`src/rtl/if_fetch_pkg.sv`:
```
// Shared CPU definitions for the instruction fetch stage: FSM states,
// default bubble instruction and the sequential PC increment.
package if_fetch_pkg;

  typedef enum logic [2:0] {
    ST_IDLE,
    ST_ISSUE,
    ST_WAIT,
    ST_HOLD,
    ST_DRAIN
  } fetch_state_e;

  localparam logic [31:0] NOP_INST_DEFAULT = 32'h0000_0000;
  localparam logic [31:0] PC_INCR          = 32'd4;

endpackage

```
`src/rtl/if_id_reg.sv`:
```
// IF/ID pipeline register: kill beats stall, stall beats load, and an
// idle cycle inserts a bubble while keeping the last pc_plus4.
module if_id_reg #(
  parameter logic [31:0] NOP_INST = 32'h0000_0000
) (
  input  logic        clk_i,
  input  logic        rst_i,
  input  logic        kill,
  input  logic        stall,
  input  logic        load,
  input  logic [31:0] load_inst,
  input  logic [31:0] load_pc_plus4,
  output logic [31:0] inst,
  output logic [31:0] pc_plus4,
  output logic        valid
);

  always_ff @(posedge clk_i) begin
    if (rst_i) begin
      inst     <= NOP_INST;
      pc_plus4 <= 32'h0;
      valid    <= 1'b0;
    end else if (kill) begin
      inst  <= NOP_INST;
      valid <= 1'b0;
    end else if (!stall) begin
      if (load) begin
        inst     <= load_inst;
        pc_plus4 <= load_pc_plus4;
        valid    <= 1'b1;
      end else begin
        inst  <= NOP_INST;
        valid <= 1'b0;
      end
    end
  end

endmodule

```
`src/rtl/if_fetch.sv`:
```
// Instruction fetch stage: one outstanding request to instruction memory,
// a hold register for words returned under a decode stall, and flush draining.
module if_fetch
  import if_fetch_pkg::*;
#(
  parameter logic [31:0] NOP_INST = NOP_INST_DEFAULT
) (
  input  logic        clk_i,
  input  logic        rst_i,
  input  logic        start_i,
  input  logic [31:0] pc_i,
  input  logic        stall_i,
  input  logic        flush_i,
  output logic        imem_req_o,
  output logic [31:0] imem_addr_o,
  input  logic        imem_ack_i,
  input  logic [31:0] imem_data_i,
  output logic        fetch_busy_o,
  output logic [31:0] inst_o,
  output logic [31:0] pc_plus4_o,
  output logic        valid_o
);

  fetch_state_e state_reg;
  logic         req_reg;
  logic [31:0]  addr_reg;
  logic [31:0]  hold_reg;

  logic         load;
  logic [31:0]  load_inst;
  logic         kill;

  assign imem_req_o  = req_reg;
  assign imem_addr_o = addr_reg;
  assign kill        = flush_i || !start_i;

  // Busy must react in the same cycle so the PC advances exactly once per
  // delivered instruction and can take a branch target on a flush.
  always_comb begin
    fetch_busy_o = 1'b0;
    load         = 1'b0;
    load_inst    = hold_reg;
    case (state_reg)
      ST_ISSUE: fetch_busy_o = start_i && !flush_i;
      ST_WAIT: begin
        if (start_i && !flush_i) begin
          if (!imem_ack_i || stall_i) begin
            fetch_busy_o = 1'b1;
          end else begin
            load      = 1'b1;
            load_inst = imem_data_i;
          end
        end
      end
      ST_HOLD: begin
        if (start_i && !flush_i) begin
          if (stall_i) fetch_busy_o = 1'b1;
          else         load         = 1'b1;
        end
      end
      ST_DRAIN: fetch_busy_o = 1'b1;
      default: ;
    endcase
  end

  always_ff @(posedge clk_i) begin
    if (rst_i) begin
      state_reg <= ST_IDLE;
      req_reg   <= 1'b0;
      addr_reg  <= 32'h0;
      hold_reg  <= 32'h0;
    end else begin
      case (state_reg)
        ST_IDLE: begin
          req_reg <= 1'b0;
          if (start_i) state_reg <= ST_ISSUE;
        end
        ST_ISSUE: begin
          if (!start_i) begin
            state_reg <= ST_IDLE;
          end else if (!flush_i) begin
            addr_reg  <= pc_i;
            req_reg   <= 1'b1;
            state_reg <= ST_WAIT;
          end
        end
        ST_WAIT: begin
          if (!start_i || flush_i) begin
            // An in-flight request must complete before a new one is issued.
            if (imem_ack_i) begin
              req_reg   <= 1'b0;
              state_reg <= start_i ? ST_ISSUE : ST_IDLE;
            end else begin
              state_reg <= ST_DRAIN;
            end
          end else if (imem_ack_i) begin
            req_reg <= 1'b0;
            if (stall_i) begin
              hold_reg  <= imem_data_i;
              state_reg <= ST_HOLD;
            end else begin
              state_reg <= ST_ISSUE;
            end
          end
        end
        ST_HOLD: begin
          if (!start_i)                state_reg <= ST_IDLE;
          else if (flush_i || !stall_i) state_reg <= ST_ISSUE;
        end
        ST_DRAIN: begin
          if (imem_ack_i) begin
            req_reg   <= 1'b0;
            state_reg <= start_i ? ST_ISSUE : ST_IDLE;
          end
        end
        default: begin
          req_reg   <= 1'b0;
          state_reg <= ST_IDLE;
        end
      endcase
    end
  end

  if_id_reg #(
    .NOP_INST(NOP_INST)
  ) u_if_id_reg (
    .clk_i        (clk_i),
    .rst_i        (rst_i),
    .kill         (kill),
    .stall        (stall_i),
    .load         (load),
    .load_inst    (load_inst),
    .load_pc_plus4(addr_reg + PC_INCR),
    .inst         (inst_o),
    .pc_plus4     (pc_plus4_o),
    .valid        (valid_o)
  );

endmodule

```
`config.mk`:
```
export PLATFORM = sky130hd
export DESIGN_NAME = if_fetch
export DESIGN_NICKNAME = d
export VERILOG_FILES = /design/src/rtl/if_fetch_pkg.sv /design/src/rtl/if_id_reg.sv /design/src/rtl/if_fetch.sv
export SDC_FILE = /design/constraint.sdc
export NUM_CORES = 1
export LEC_CHECK = 0
export CAP_MARGIN = 20
export CORE_MARGIN = 2
export CORE_UTILIZATION = 43
export CTS_CLUSTER_SIZE = 40
export DETAILED_ROUTE_END_ITERATION = 10
export GPL_TIMING_DRIVEN = 0
export HOLD_SLACK_MARGIN = 0.03
export PLACE_DENSITY = 0.71
export SLEW_MARGIN = 10
export SYNTH_ARGS = -nofsm -noshare
export SYNTH_HDL_FRONTEND = slang
export SYNTH_SLANG_ARGS = --single-unit
```
`constraint.sdc`:
```
create_clock -name clk_i -period 2.7 [get_ports clk_i]
set_input_delay 0.81 -clock clk_i [delete_from_list [all_inputs] [get_ports clk_i]]
set_output_delay 0.81 -clock clk_i [all_outputs]
set_load 0.05 [all_outputs]
```
==> results_dict.tcl, run 1 <==
set metrics [dict create \
    outcome "finished clean" \
    cts_root_buffer "clkbuf_16" \
    period_minus_slack_ps 2640 \
    fp.dieW_um 117 \
    clk_path_buf_depth 2 \
    clock_latency_ps 400 \
    seq_area_frac_synth_pct 48.5 \
    drive_above_1_share_pct 5.94 \
    antenna_cells 0 \
    routed_wl_um 14800 \
    die_h_um 117 \
    hold_viol_final 0 \
    numClockSinks 133 \
    syn_nets 731 \
    max_freq_mhz 379 \
    syn_avg_cell_area_um2 8.31 \
    relSlewSlack_pct 36.5 \
    cellPowerDensity_nw_per_um2 560 \
    dp_hpwl_um 11200 \
    ys_types 37 \
    yosys_warnings 0 \
    place_ws_ps -1110 \
    min_path_type "reg -> reg" \
    grt_pass1_wl_um 23600 \
    io-pin-count 169 \
    skew_ps 6.70 \
    nFillCells 1104 \
    synthCells 660 \
    synthesis.area_um2 5490 \
    final_common_cell "nand2_1" \
    initial_core_util_pct 43.8 \
    h-tree-depth 4 \
    regArea_um2 2660 \
    finalWorstSetupSlack_ps 60.6 \
    wl_per_cell_um 14.3 \
    cts_hold_buffers 0 \
    whs_ps 448 \
    numCtsBuffers 17 \
    path_class "in -> out" \
    antenna_found_initial 0 \
    finalSetupViolations 0 \
    vdd_drop_max_v 0.000338 \
    top_layer "met4" \
    area_growth_syn_to_layout_pct 45.5 \
    ant_nets 0 \
    via_per_inst 5.04 \
    globalRouteTotalUtil_pct 22.1 \
    cap_violations 0 \
    numPortBuffers 168 \
    place.gp.congestion 0.830 \
    drc 0 \
    final_cell_mix "nand2_1 (178), clkdlybuf4s50_1 (163), dfxtp_1 (133), a21oi_1 (69), nor2_1 (43)" \
    end_kind "primary output" \
    critPathLaunchType "input pin" \
    coreArea_um2 12500 \
    vias 5198 \
    tightestPinTransition_ps 946 \
    slew_viol_final 0 \
    cts.reportedPaths.clkPinSlew_ps 50 \
    multiInputGateArea_um2 2640 \
    cts_tree "built" \
    crit_arrival_ps 1830 \
    period_share_pct 97.8 \
    drt_iter0_markers 187 \
    grt_pass1_vias 4943 \
    grt-ovfl-total 0 \
    cp.required_ps 1890 \
    grt_max_degree 17 \
    rows 41 \
    drtPass1Iterations 4 \
    met3_wirelength_um 1160 \
    wl_met1_um 6140 \
    die_area_um2 13700 \
    leakage_nw 2.84 \
    route.met2.wl_um 7290 \
    nets 920 \
    yosys_register_bits 133 \
    path_max_fanout 5 \
]
-- through the flow --
stage	setup TNS (ps)	power, mW	std cells	cell area, um^2	utilization, %
after floorplan	0	2.16	660	5490	-
after global placement	-25030	2.33	1000	7390	59.0
after detailed placement	-28670	2.33	1000	7390	59.0
after CTS	0	4.50	1029	7960	63.6
after global routing	-4.33	4.62	1031	7980	63.7
final	0	4.47	1031	7980	63.7
-- path summary, 6_finish.rpt --
path,start,end,slack [ps],depth (start not counted)
worst max-delay path,flush_i,fetch_busy_o,60,6
worst min-delay path,u_if_id_reg.inst[1],u_if_id_reg.inst[1],450,2
worst max register to register,imem_addr_o[2],u_if_id_reg.pc_plus4[18],420,6
worst min register to register,u_if_id_reg.inst[1],u_if_id_reg.inst[1],450,2
-- cells in the mapped netlist --
library cell  instances  area (um^2)
nor4_4                2         42.5
nand3_1               7         35.0
o21ai_0              36          180
nand2_1             178          668
a211oi_1             25          188
nor3_2                2         20.0
a311oi_1              2         17.5
nand4bb_1             1         11.3
buf_4                 2         15.0
nand4_1              13         81.3
nand2b_1              4         25.0
or4_1                 1         7.51
nor3_1                7         35.0
a21oi_1              69          345
inv_1                 3         11.3
clkbuf_1             38          143
buf_6                 1         11.3
ha_1                  1         12.5
dfxtp_1             133         2660
o31ai_1               1         7.51
a211oi_2              3         37.5
nand4_2               1         12.5
or2_2                 2         12.5
or3_1                 2         12.5
nor2_1               44          165
xor2_1               15          131
and3_1                4         25.0
nor4_1                1         6.26
xnor2_1              11         96.3
nor2b_1               5         31.3
buf_2                 4         20.0
nor4_2                1         12.5
a22oi_1               1         7.51
a41o_1                1         10.0
nor3b_1               2         15.0
and4b_1               1         10.0
mux2i_1              36          360
-- critical path: stages --
cell and delay [ps]:
dlygate4sd2_1 300, nand2b_4 190, nor2_4 130, a21oi_1 80, o21ai_2 140, buf_6 180
-- timing repair --
item                       in CTS  in global routing
cloned                          0                  0
setup buffers                   0                  3
gates resized for setup        14                  2
setup endpoints to repair       1                  1
pin swaps                       0                  1
-- kinds of logic after synthesis --
kind of cell             count (synthesis)  share of synthesized area (%)
AO/OA/AOI/OAI                          138                           14.5
XOR/XNOR                                26                           4.15
adder cells (fa/ha/maj)                  1                          0.228
buffers and inverters                   48                           3.65
flip-flops                             133                           48.5
multiplexers                            36                           6.57
AND/OR/NAND/NOR                        278                           22.4
-- power by group --
part	switching, mW	internal (mW)
clock	0.765	1.41
sequential	0.0202	1.98
combinational	0.151	0.143
total	0.937	3.54
-- per-layer routing --
layer	vias to the layer above	track usage [%]
met5	-	0
met4	0	7.37
met3	19	7.78
met2	188	38.2
met1	2370	25.6
li1	2621	-
-- area by class of cell --
cell class	count	area share, %
Sequential cell	133	33.4
Multi-Input combinational cell	479	33.1
Timing Repair Buffer	171	21.4
Clock buffer	24	6.04
Tap cell	172	2.70
Buffer	44	2.32
Clock inverter	5	0.941
Inverter	3	0.141
Note: power is estimated with default switching activity, not from simulation.
==> run 2, diff against run 1 <==
--- a/config.mk
+++ b/config.mk
@@ -12,8 +12,9 @@
 export DETAILED_ROUTE_END_ITERATION = 10
 export GPL_TIMING_DRIVEN = 0
 export HOLD_SLACK_MARGIN = 0.03
-export PLACE_DENSITY = 0.71
+export PLACE_DENSITY = 0.68
 export SLEW_MARGIN = 10
 export SYNTH_ARGS = -nofsm -noshare
 export SYNTH_HDL_FRONTEND = slang
+export SYNTH_HIERARCHICAL = 1
 export SYNTH_SLANG_ARGS = --single-unit
==> run 2 against run 1 <==
Net effect: worst setup slack worse by 5.4 ps; via count up 9.4%; utilization down 1.4 points; critical path depth down 1; area after synthesis up 14%; clock-buffer cell count up 2; clock power up 6%; first-iteration DRC count up 78%; final cell count up 7.9%; global-route usage up 0.11 points; combinational power up 13%; largest power group unchanged.
==> results_dict.tcl, run 2 <==
set metrics [dict create \
    outcome "finished clean" \
    seq_area_frac_synth_pct 42.7 \
    synth_edf_count 0 \
    cp.depth 5 \
    path_max_fanout 4 \
    syn_nets 802 \
    synthesis.area_um2 6230 \
    relSlewSlack_pct 61.9 \
    fp.dieW_um 124 \
    finalSetupTns_ps 0 \
    period_share_pct 98.0 \
    hold_viol_final 0 \
    die_area_um2 15500 \
    io-pin-count 169 \
    ys_top_cells_by_area "dfxtp_1 (43%), nand2_1 (10%), a21oi_1 (8.1%), nand2b_1 (6.5%), mux2_2 (5.8%)" \
    vdd_drop_max_v 0.000406 \
    ys_types 41 \
    ant_nets 0 \
    drc 0 \
    crit_arrival_ps 1830 \
    totalPowerFinal_mw 4.65 \
    grt_max_degree 17 \
    path_class "in -> out" \
    asyncSetResetFlopFracSynth_pct 0 \
    antenna_found_initial 0 \
    yosys_warnings 6 \
    final_common_cell "nand2_1" \
    critPathTopFamily "buffers and inverters" \
    min_path_type "reg -> reg" \
    drive_above_1_share_pct 10.4 \
    nets 992 \
    cp.required_ps 1890 \
    wl_per_cell_um 15.5 \
    die_h_um 124 \
    cts.reportedPaths.clkPinSlew_ps 50 \
    crit_start "flush_i" \
    grt-ovfl-total 0 \
    area_growth_syn_to_layout_pct 40.5 \
    via_per_inst 5.11 \
    synth_most_common_cell "nand2_1" \
    cts_root_buffer "clkbuf_16" \
    finalWorstSetupSlack_ps 55.2 \
    numCtsBuffers 17 \
    rsz0062_at_grt "no" \
    vias 5687 \
    synth_top_area_cell "dfxtp_1" \
    numClockSinks 133 \
    rows 43 \
    worstPathCellList "dlygate4sd2_1 > and2b_2 > nand2b_2 > o22ai_2 > buf_6" \
    ys.flop_type "dfxtp_1" \
    synthCells 731 \
    drt_iter0_markers 332 \
    worstSetupEndpoint "fetch_busy_o" \
    reg2reg_to "u_if_id_reg/inst[21]" \
    tightestPinTransition_ps 569 \
    routed_wl_um 17200 \
    r2r_cells 7 \
    end_kind "primary output" \
    antenna_cells 0 \
    crit_slowest_cell "dlygate4sd2_1" \
    cellPowerDensity_nw_per_um2 531 \
    drtPass1Iterations 5 \
    grt_pass1_wl_um 28000 \
    clk_path_buf_depth 2 \
    leakage_nw 2.91 \
    finalSetupViolations 0 \
    coreArea_um2 14000 \
    numPortBuffers 168 \
    yosys_register_bits 133 \
    globalRouteTotalUtil_pct 22.2 \
    synth_top_area_share_pct 42.7 \
    cts_tree "built" \
    final_cell_mix "nand2_1 (169), clkdlybuf4s50_1 (163), dfxtp_1 (133), a21oi_1 (101), nand2b_1 (65)" \
    place.gp.congestion 0.877 \
    period_minus_slack_ps 2640 \
    critPathLaunchType "input pin" \
    h-tree-depth 4 \
    slew_viol_final 0 \
    skew_ps 5.01 \
    cap_violations 0 \
    syn_avg_cell_area_um2 8.52 \
    initial_core_util_pct 44.4 \
    synth_common_cells "nand2_1 (169), dfxtp_1 (133), a21oi_1 (101)" \
    max_freq_mhz 378 \
    clock_latency_ps 420 \
    nFillCells 1211 \
    r2r_start "state_reg[1]" \
    place_ws_ps -864 \
    rrSetupSlack_ps 460 \
    dp_hpwl_um 12600 \
    slowest_delay_ps 290 \
    cp_num_buf_inv 2 \
    grt_pass1_vias 5694 \
    cts_hold_buffers 0 \
]
[run 2: cell count changes after synthesis, moves of 5 or more]
cell and delta:
nand2b_1 +61, a21oi_1 +32, mux2_2 +32, nand3b_1 +32, nor2_1 -32, o21ai_0 -32, a211oi_1 -24, buf_2 +13
xnor2_1 +12, clkbuf_1 -10, xor2_1 -10, nand2_1 -9, nand3_1 +9, nor3_1 -5
[run 2: where the power goes]
| group | total (mW) | switching (mW) | internal [mW] | leakage, nW |
|---|---|---|---|---|
| clock | 2.32 | 0.807 | 1.51 | 0.284 |
| combinational | 0.332 | 0.167 | 0.165 | 1.55 |
| sequential | 1.99 | 0.0177 | 1.98 | 1.07 |
[run 2: worst min-delay path by stage]
stage | startpoint | depth (start not counted) | slack [ps] | to
2_1_floorplan | hold_reg[0] | 2 | 430 | hold_reg[0]
3_3_place_gp | hold_reg[0] | 2 | 440 | hold_reg[0]
3_5_place_dp | hold_reg[0] | 2 | 450 | hold_reg[0]
4_1_cts | hold_reg[2] | 2 | 450 | hold_reg[2]
5_1_grt | hold_reg[1] | 2 | 460 | hold_reg[1]
6_report | hold_reg[21] | 2 | 450 | hold_reg[21]
[run 2: tightest hold or removal path, stage by stage (launching register included)]
cell and delay, ps:
dfxtp_1 300, nand2_1 50, a21oi_1 50
[run 2: cell type report]
cell class	count	area (um^2)	share of cell area, %
Tap cell	180	225	2.57
Clock inverter	4	95.1	1.09
Buffer	53	307	3.50
Multi-Input combinational cell	538	3250	37.1
Timing Repair Buffer	171	1700	19.4
Clock buffer	26	489	5.59
Inverter	7	26.3	0.300
Sequential cell	133	2660	30.4
[run 2: cells by family after synthesis]
group	after synthesis	share of synthesized area (%)
AND/OR/NAND/NOR	331	27.3
adder cells (fa/ha/maj)	1	0.201
multiplexers	65	11.1
buffers and inverters	60	5.34
flip-flops	133	42.7
XOR/XNOR	28	3.94
AO/OA/AOI/OAI	113	9.38
[run 2: routing by layer]
metal  global-route usage, %  up-vias  wire, um
met5                       0        -         0
met4                    7.87        0       257
met3                    7.26       24      1180
met2                    37.3      183      8250
met1                    26.6     2658      7530
li1                        -     2822         -
[run 2: timing repair]
| item | CTS | global route |
|---|---|---|
| endpoints found under the setup margin | 1 | 1 |
| setup buffers | 3 | 0 |
| gates resized for setup | 13 | 1 |
[run 2: metrics by stage]
step | cells | utilization, % | cell area (um^2) | hold slack (ps)
finish | 1112 | 62.4 | 8760 | 450
global placement | 1079 | 58.0 | 8140 | 435
detailed placement | 1079 | 58.0 | 8140 | 445
CTS | 1112 | 62.3 | 8750 | 454
floorplan | 731 | - | 6240 | 429
global route | 1112 | 62.4 | 8760 | 464
==> run 3, diff against run 2 <==
--- a/config.mk
+++ b/config.mk
@@ -5,7 +5,6 @@
 export SDC_FILE = /design/constraint.sdc
 export NUM_CORES = 1
 export LEC_CHECK = 0
-export CAP_MARGIN = 20
 export CORE_MARGIN = 2
 export CORE_UTILIZATION = 43
 export CTS_CLUSTER_SIZE = 40
==> results of run 3 <==
Same layout as run 2: the final DEF is identical, and so are final timing and power.
